`src/rtl/dcache_arbiter.sv`:
```
// ============================================================================
//  Module   : dcache_arbiter
//  Purpose  : Round-robin arbiter sharing one single-port dcache among CORES
//             requesters. A tag FIFO routes read data back to the issuer.
//             Optional macro DCACHE_ARB_PERF_CNT_EN adds per-core counters.
//  Revision : 1.0 - initial release
// ============================================================================
`default_nettype none

module dcache_arbiter #(
    parameter int CORES     = 4,
    parameter int ABITS     = 8,
    parameter int DBITS     = 32,
    parameter int TAG_DEPTH = 4
) (
    input  logic                 clk,
    input  logic                 rst,
    input  logic                 ce0      [CORES],
    input  logic                 we0      [CORES],
    input  logic [DBITS/8-1:0]   we_mask  [CORES],
    input  logic [ABITS-1:0]     address0 [CORES],
    input  logic [DBITS-1:0]     d0       [CORES],
    output logic                 ready    [CORES],
    output logic [DBITS-1:0]     q0       [CORES],
    output logic                 q0_vld   [CORES],
    output logic                 m_ce0,
    output logic                 m_we0,
    output logic [DBITS/8-1:0]   m_we_mask,
    output logic [ABITS-1:0]     m_address0,
    output logic [DBITS-1:0]     m_d0,
    input  logic                 m_ready,
    input  logic [DBITS-1:0]     m_q0,
    input  logic                 m_q0_vld,
    output logic                 err_underflow
`ifdef DCACHE_ARB_PERF_CNT_EN
    ,
    output logic [31:0]          grant_cnt [CORES],
    output logic [31:0]          stall_cnt [CORES]
`endif
);

    localparam int c_IDXW = (CORES > 1) ? $clog2(CORES) : 1;
    localparam int c_PTRW = (TAG_DEPTH > 1) ? $clog2(TAG_DEPTH) : 1;
    localparam int c_CNTW = $clog2(TAG_DEPTH + 1);
    localparam logic [c_CNTW-1:0] c_DEPTH = c_CNTW'(TAG_DEPTH);
    localparam logic [c_IDXW-1:0] c_LAST  = c_IDXW'(CORES - 1);
    localparam logic [c_IDXW:0]   c_NCORE = (c_IDXW + 1)'(CORES);

    logic [c_IDXW-1:0] r_rr_ptr;
    logic [c_IDXW-1:0] r_tags [TAG_DEPTH];
    logic [c_PTRW-1:0] r_wptr;
    logic [c_PTRW-1:0] r_rptr;
    logic [c_CNTW-1:0] r_count;
    logic [DBITS-1:0]  r_q0 [CORES];
    logic              r_q0_vld [CORES];
    logic              r_err;

    logic [CORES-1:0]  w_elig;
    logic [c_IDXW:0]   w_sum;
    logic [c_IDXW-1:0] w_gnt;
    logic [c_IDXW-1:0] w_pop_tag;
    logic              w_found;
    logic              w_room;
    logic              w_empty;
    logic              w_xfer;
    logic              w_push;
    logic              w_bypass;
    logic              w_pop;
    logic              w_store;
    logic              w_deq;
    logic              w_underflow;

    // A return in this cycle frees a slot, so a full FIFO can still take a read.
    assign w_empty = (r_count == '0);
    assign w_room  = (r_count < c_DEPTH) | m_q0_vld;

    always_comb begin
        for (int i = 0; i < CORES; i++) begin
            w_elig[i] = ce0[i] & (we0[i] | w_room);
        end
    end

    always_comb begin
        w_found = 1'b0;
        w_gnt   = '0;
        w_sum   = '0;
        for (int off = 0; off < CORES; off++) begin
            w_sum = {1'b0, r_rr_ptr} + (c_IDXW + 1)'(off);
            if (w_sum >= c_NCORE) begin
                w_sum = w_sum - c_NCORE;
            end
            if (!w_found && w_elig[w_sum[c_IDXW-1:0]]) begin
                w_found = 1'b1;
                w_gnt   = w_sum[c_IDXW-1:0];
            end
        end
    end

    assign m_ce0  = w_found & ~rst;
    assign w_xfer = m_ce0 & m_ready;

    always_comb begin
        m_we0      = 1'b0;
        m_we_mask  = '0;
        m_address0 = '0;
        m_d0       = '0;
        if (m_ce0) begin
            m_we0      = we0[w_gnt];
            m_we_mask  = we_mask[w_gnt];
            m_address0 = address0[w_gnt];
            m_d0       = d0[w_gnt];
        end
    end

    always_comb begin
        for (int i = 0; i < CORES; i++) begin
            ready[i] = w_xfer && (w_gnt == c_IDXW'(i));
        end
    end

    // Empty FIFO with a same-cycle push and pop hands the new tag straight through.
    assign w_push      = w_xfer & ~m_we0;
    assign w_bypass    = m_q0_vld & w_empty & w_push;
    assign w_pop       = m_q0_vld & (~w_empty | w_push);
    assign w_underflow = m_q0_vld & w_empty & ~w_push;
    assign w_store     = w_push & ~w_bypass;
    assign w_deq       = m_q0_vld & ~w_empty;
    assign w_pop_tag   = w_bypass ? w_gnt : r_tags[r_rptr];

    always_ff @(posedge clk) begin
        if (w_store) begin
            r_tags[r_wptr] <= w_gnt;
        end
    end

    always_ff @(posedge clk) begin
        if (rst) begin
            r_rr_ptr <= '0;
            r_wptr   <= '0;
            r_rptr   <= '0;
            r_count  <= '0;
            r_err    <= 1'b0;
            for (int i = 0; i < CORES; i++) begin
                r_q0[i]     <= '0;
                r_q0_vld[i] <= 1'b0;
            end
        end else begin
            if (w_xfer) begin
                r_rr_ptr <= (w_gnt == c_LAST) ? '0 : w_gnt + 1'b1;
            end
            if (w_store) begin
                r_wptr <= r_wptr + 1'b1;
            end
            if (w_deq) begin
                r_rptr <= r_rptr + 1'b1;
            end
            case ({w_store, w_deq})
                2'b10:   r_count <= r_count + 1'b1;
                2'b01:   r_count <= r_count - 1'b1;
                default: r_count <= r_count;
            endcase
            if (w_underflow) begin
                r_err <= 1'b1;
            end
            for (int i = 0; i < CORES; i++) begin
                r_q0_vld[i] <= w_pop && (w_pop_tag == c_IDXW'(i));
                if (w_pop && (w_pop_tag == c_IDXW'(i))) begin
                    r_q0[i] <= m_q0;
                end
            end
        end
    end

    for (genvar gi = 0; gi < CORES; gi++) begin : g_out
        assign q0[gi]     = r_q0[gi];
        assign q0_vld[gi] = r_q0_vld[gi] & ~rst;
    end

    assign err_underflow = r_err & ~rst;

`ifdef DCACHE_ARB_PERF_CNT_EN
    logic [31:0] r_grant_cnt [CORES];
    logic [31:0] r_stall_cnt [CORES];

    always_ff @(posedge clk) begin
        for (int i = 0; i < CORES; i++) begin
            if (rst) begin
                r_grant_cnt[i] <= '0;
                r_stall_cnt[i] <= '0;
            end else begin
                if (ready[i]) begin
                    r_grant_cnt[i] <= r_grant_cnt[i] + 32'd1;
                end
                if (ce0[i] && !ready[i]) begin
                    r_stall_cnt[i] <= r_stall_cnt[i] + 32'd1;
                end
            end
        end
    end

    for (genvar gi = 0; gi < CORES; gi++) begin : g_perf
        assign grant_cnt[gi] = r_grant_cnt[gi];
        assign stall_cnt[gi] = r_stall_cnt[gi];
    end
`endif

endmodule

`default_nettype wire

```
`config.mk`:
```
export PLATFORM = sky130hd
export DESIGN_NAME = dcache_arbiter
export DESIGN_NICKNAME = d
export VERILOG_FILES = /design/src/rtl/dcache_arbiter.sv
export SDC_FILE = /design/constraint.sdc
export NUM_CORES = 1
export LEC_CHECK = 0
export BUFFER_PORTS_ARGS = -buffer_cell sky130_fd_sc_hd__buf_2
export CAP_MARGIN = 20
export CORE_MARGIN = 2
export CORE_UTILIZATION = 25
export DETAILED_ROUTE_END_ITERATION = 8
export GPL_TIMING_DRIVEN = 0
export SYNTH_ARGS = -nofsm -noshare
export SYNTH_HDL_FRONTEND = slang
export SYNTH_SLANG_ARGS = --single-unit
```
`constraint.sdc`:
```
create_clock -name clk -period 11.8 [get_ports clk]
set_input_delay 2.36 -clock clk [delete_from_list [all_inputs] [get_ports clk]]
set_output_delay 2.36 -clock clk [all_outputs]
set_load 0.005 [all_outputs]
```
Word-level counts from Yosys, hierarchy flattened:

Memories as Yosys holds them, arrays and structs flattened. A register that Yosys moved wholly into a read port is not among the register bits.
Cells that the tools add are included.

* register bits: 10
* memory bits (writable): 140
* bits of input ports: 220
* output and inout bits: 183
* word-level logic and storage cells: 160
* memories kept: 3

Memories
* r_q0: depth 4, bits a word 32, read ports 4, clocked after memory_dff 0, write ports 4, line 54 `logic [DBITS-1:0] r_q0 [CORES];`
* r_tags: depth 4, bits a word 2, read ports 1, clocked after memory_dff 1, write ports 1, line 50 `logic [c_IDXW-1:0] r_tags [TAG_DEPTH];`
* r_q0_vld: depth 4, bits a word 1, read ports 4, clocked after memory_dff 0, write ports 4, line 55 `logic r_q0_vld [CORES];`

* $add $sub $neg: 12
* $lt $le $gt $ge: 10
* equal/unequal tests: 8
* muxes and demuxes: 66
* bitwise gates (word level): 38
* reductions and logical operators: 18

Operators by type and width (number)
* $mux W32: 7
* $bmux W32 S2: 1
* $mux W1: 32
* $mux W2: 12
* $mux W8: 3
* $and A1 B1 Y1: 18
* $bmux W8 S2: 1
* $or A1 B1 Y1: 14
* $ge A3 B3 Y1 const B: 4
* $lt A2 B3 Y1 const B: 4
* $mux W4: 3
* $logic_and A1 B1 Y1: 11
* $bmux W1 S2: 5
* $eq A2 B2 Y1 const B: 5
* $bmux W4 S2: 1
* $sub A2 B1 Y2 const B: 4
* $add A2 B1 Y2 const B: 3
* $add A2 B2 Y3 const B: 2
* $eq A2 B1 Y1 const B: 3
* $pmux W3 S2: 1
* $not A1 Y1: 5
* $logic_not A2 Y1: 2
* $add A2 B1 Y3 const B: 1
* $add A3 B1 Y3 const B: 1
* other kinds (7): 9

Longest topological paths before layout:

* depth after elaboration: 31
* depth in mapped cells: 14
* gate-level depth less buffers: 13

Worst setup path before layout:

OpenSTA, ideal clock, no wires.

* path kind: input to output
* from: input port m_q0_vld
* to: output port ready[3] in the netlist's numbering
* arrival: 4541 ps
* required time: 9440 ps
* path slack: 4899 ps
* stages: 10
* buffers on the path: 4
* path through: buf_2 nor3b_1 o22ai_1 a311oi_4 buf_2 buf_2 clkbuf_1 inv_1 ha_1 and2_1

RTL lines
* start: declaration: line 33 `input logic m_q0_vld,`
* end: declaration: line 23 `output logic ready [CORES],`

Final worst setup path:

* from: input port m_q0_vld
* to: output port m_d0[12]

* longest elaborated chain between the ends: 20
* elaborated cells on any way between the ends: 37
* classes of those cells: mux: 20; bitwise: 11; reduce/logical: 6

Ends and longest elaborated chain
* $or A1 B1 Y1 *: line 75 `assign w_room = (r_count < c_DEPTH) | m_q0_vld;`
* $or A1 B1 Y1: line 79 `w_elig[i] = ce0[i] & (we0[i] | w_room);`
* $and A1 B1 Y1: line 79
* $bmux W1 S2: line 92 `if (!w_found && w_elig[w_sum[c_IDXW-1:0]]) begin`
* $mux W1 (not written as such): line 92
* $mux W1: line 92
* $logic_not A1 Y1: line 92
* $logic_and A1 B1 Y1: line 92
* (+3 left out)
* $mux W1: line 92
* $logic_not A1 Y1: line 92
* $logic_and A1 B1 Y1: line 92
* $mux W2: line 92
* $not A2 Y3 (not written as such): line 111 `m_d0 = d0[w_gnt];`
* $bmux W32 S2: line 111
* $mux W32 (not written as such) (2 in a row): line 111
* $mux W32 *: line 107 `if (m_ce0) begin`
* end: declaration: line 30 `output logic [DBITS-1:0] m_d0,`

Mark *: on every way between the ends. The rest lies on a longest branch, timed or not. The select of a mux whose other input is x is not followed.

==> flow_metrics.env <==
export IMPL_arrival_ns=5.76
export IMPL_worst_pin_slew_ns=0.956
export IMPL_synth_top_cell_area_share_pct=52.2
export IMPL_path_buf_inv=6
export IMPL_die_area_mm2=0.0327
export IMPL_cp_cell_sequence="buf_2 -> buf_2 -> nor3b_1 -> o22ai_1 -> a311oi_4 -> buf_2 -> buf_2 -> clkbuf_1 -> a211oi_1 -> a211oi_1 -> buf_2"
export IMPL_hold_viol_final=0
export IMPL_ys_types=53
export IMPL_clkLatencyLatePin_ns=0.42
export IMPL_initial_utilization_pct=25.5
export IMPL_ff_latch_area_mm2=0.00440
export IMPL_final_setup_tns_ns=0
export IMPL_core_area_mm2=0.0307
export IMPL_gp_congestion=0.927
export IMPL_status="complete, no violations"
export IMPL_finalCritPeriodShare_pct=68.9
export IMPL_skew_ns=0.0134
export IMPL_syn_nets=872
export IMPL_r2r_start="r_count[2]"
export IMPL_num_fill_cells=3116
export IMPL_antenna_found_initial=6
export IMPL_synth_edf_count=136
export IMPL_hold_ws_ns=0.468
export IMPL_synth_most_common_cell="edfxtp_1"
export IMPL_max_stage_delay_ns=0.53
export IMPL_clkTransAtPathRegs_ns=0.07
export IMPL_post_drt_via_cell_ratio=4.73
export IMPL_vias=7004
export IMPL_area_growth_pct=40.1
export IMPL_io_buffers=402
export IMPL_grt_setup_unrepaired="no"
export IMPL_grt_pass1_vias=6958
export IMPL_synth_area_top_cells="edfxtp_1 (52%), and3_1 (11%), a211oi_1 (8.7%)"
export IMPL_die_h_um=181
export IMPL_worstSetupStartpointType="input pin"
export IMPL_cts_sink_count=152
export IMPL_yosys_top_cells_count="edfxtp_1 (136), and3_1 (132), a211oi_1 (91)"
export IMPL_crit_path_start="m_q0_vld"
export IMPL_overflow=0
export IMPL_ant_nets=0
export IMPL_root_buffer="clkbuf_16"
export IMPL_multi_input_area_mm2=0.00310
export IMPL_routed_wl_mm=29.2
export IMPL_boundaryPins=403
export IMPL_grt_usage_pct=17.3
export IMPL_yosys_area_top_type="edfxtp_1"
export IMPL_cts_buffer_depth=2
export IMPL_fin_util_pct=35.7
export IMPL_min_period_ns=8.12
export IMPL_hp_start="r_err"
export IMPL_drt_iter0_markers=582
export IMPL_synth_area_mm2=0.00782
export IMPL_fmax_ghz=0.123
export IMPL_yosysSeqAreaShare_pct=56.3
export IMPL_postSynthAreaPerCell_um2=12.2
export IMPL_ir_drop_uv=92.4
export IMPL_grt_max_degree=33
export IMPL_crit_path_end_kind="output pin"
export IMPL_slew_limit_headroom_pct=36.3
export IMPL_hold_path_class="flip-flop to flip-flop"
export IMPL_p_total_w=0.00153
export IMPL_path_max_fanout=10
export IMPL_dp_final_hpwl_mm=22.7
export IMPL_synth_warnings=0
export IMPL_p_per_area_mw_per_mm2=139
export IMPL_crit_top_cell="buf_2"
export IMPL_critical_path_slowest_cell="clkbuf_1"
export IMPL_fp_row_count=64
export IMPL_worstSetupPathType="input pin to output pin"
export IMPL_finalSetupViolCount=0
export IMPL_slew_violations=0
export IMPL_drive_above_1_share_pct=44.4
export IMPL_die_width_um=181
export IMPL_grt_pass1_wl_mm=43.0
export IMPL_async_reset_ff_share_pct=0
export IMPL_crit_family="buffers and inverters"
export IMPL_cts_setup_buffers=0
export IMPL_synth_cells=642
export IMPL_cp_required_ns=9.44
export IMPL_max_cap_violations=0
export IMPL_ctsResizeCount=0
export IMPL_htree_num_levels=4
export IMPL_synth_flop_cell="edfxtp_1"
export IMPL_ys_ff_latch=152
export IMPL_nNetsFinal=1296
export IMPL_cts_tree="built"
export IMPL_cts_inserted_buffers=17
export IMPL_drtPass1Iterations=6
export IMPL_leakage_nw=5.25
export IMPL_wl_per_cell_um=19.7
export IMPL_drc=0
export IMPL_cts_hold_buffers=0
## cell type report
cell class	instances	area share (%)
flip-flops and latches	152	40.2
multi-input cells	417	28.3
repair buffers	405	19.0
well taps	396	4.52
clock buffers	18	3.92
plain buffers	58	2.32
clock inverters	14	1.07
inverters	15	0.514
diodes	5	0.114
## worst paths after layout
| path | end | slack [ns] | cells after the start |
|---|---|---|---|
| min reg2reg | r_err | 0.47 | 1 |
| min | r_err | 0.47 | 1 |
| max | m_d0[12] | 3.68 | 11 |
| max reg2reg | r_q0[0][102] | 7.91 | 7 |
## metal layers
metal	global-route usage, %	routed length (µm)	vias up
met3	3.45	1520	41
met1	22.7	13000	3357
met2	28.0	13800	275
li1	-	-	3329
met5	0	13	-
met4	6.45	802	2
## power by group
part / internal [W] / switching, W / leakage, nW
Combinational: 0.000146 / 0.000230 / 3.46
Sequential: 0.000630 / 0.0000151 / 1.53
Clock: 0.000275 / 0.000230 / 0.261
Total: 0.00105 / 0.000475 / 5.25
## cells in the final DEF (no fill, tap or decap), drive strengths merged, types with 5 or more instances in the layout
| cell | n |
|---|---|
| nor2b | 49 |
| nor2 | 10 |
| inv | 21 |
| edfxtp | 136 |
| ha | 9 |
| a211oi | 91 |
| or3b | 5 |
| clkinv | 5 |
| buf | 432 |
| mux2i | 48 |
| clkbuf | 49 |
| nand2 | 10 |
| and2 | 10 |
| diode | 5 |
| and3 | 132 |
| dfxtp | 16 |
## through the flow
stage               instance area (µm²)  worst slack, ns  cells
CTS                               10900             3.74   1475
finish                            11000             3.68   1480
global placement                  10300             3.77   1440
detailed placement                10400             3.75   1443
global route                      11000             3.52   1480
floorplan                          7820             4.90    642
## cells by family (layout without fill, tap and decap cells)
logic type      Yosys count  in the layout  share of synthesized area [%]
compound gates          120            120                           12.1
xor+xnor                  4              4                          0.448
buf+inv                  73            510                           3.97
simple gates            230            230                           18.1
mux                      53             53                           7.31
flops                   152            152                           56.3
fa+ha+maj                10             10                           1.70
other cells               0              5                              0
## sequential cells by signal, indices dropped and copies added, names as in the netlist, named ones only
name / count
r_count: 3
r_err: 1
r_q0: 128
r_q0_vld: 4
r_rptr: 2
r_rr_ptr: 2
r_tags: 8
r_wptr: 2
Note: power is estimated with default switching activity, not from simulation.
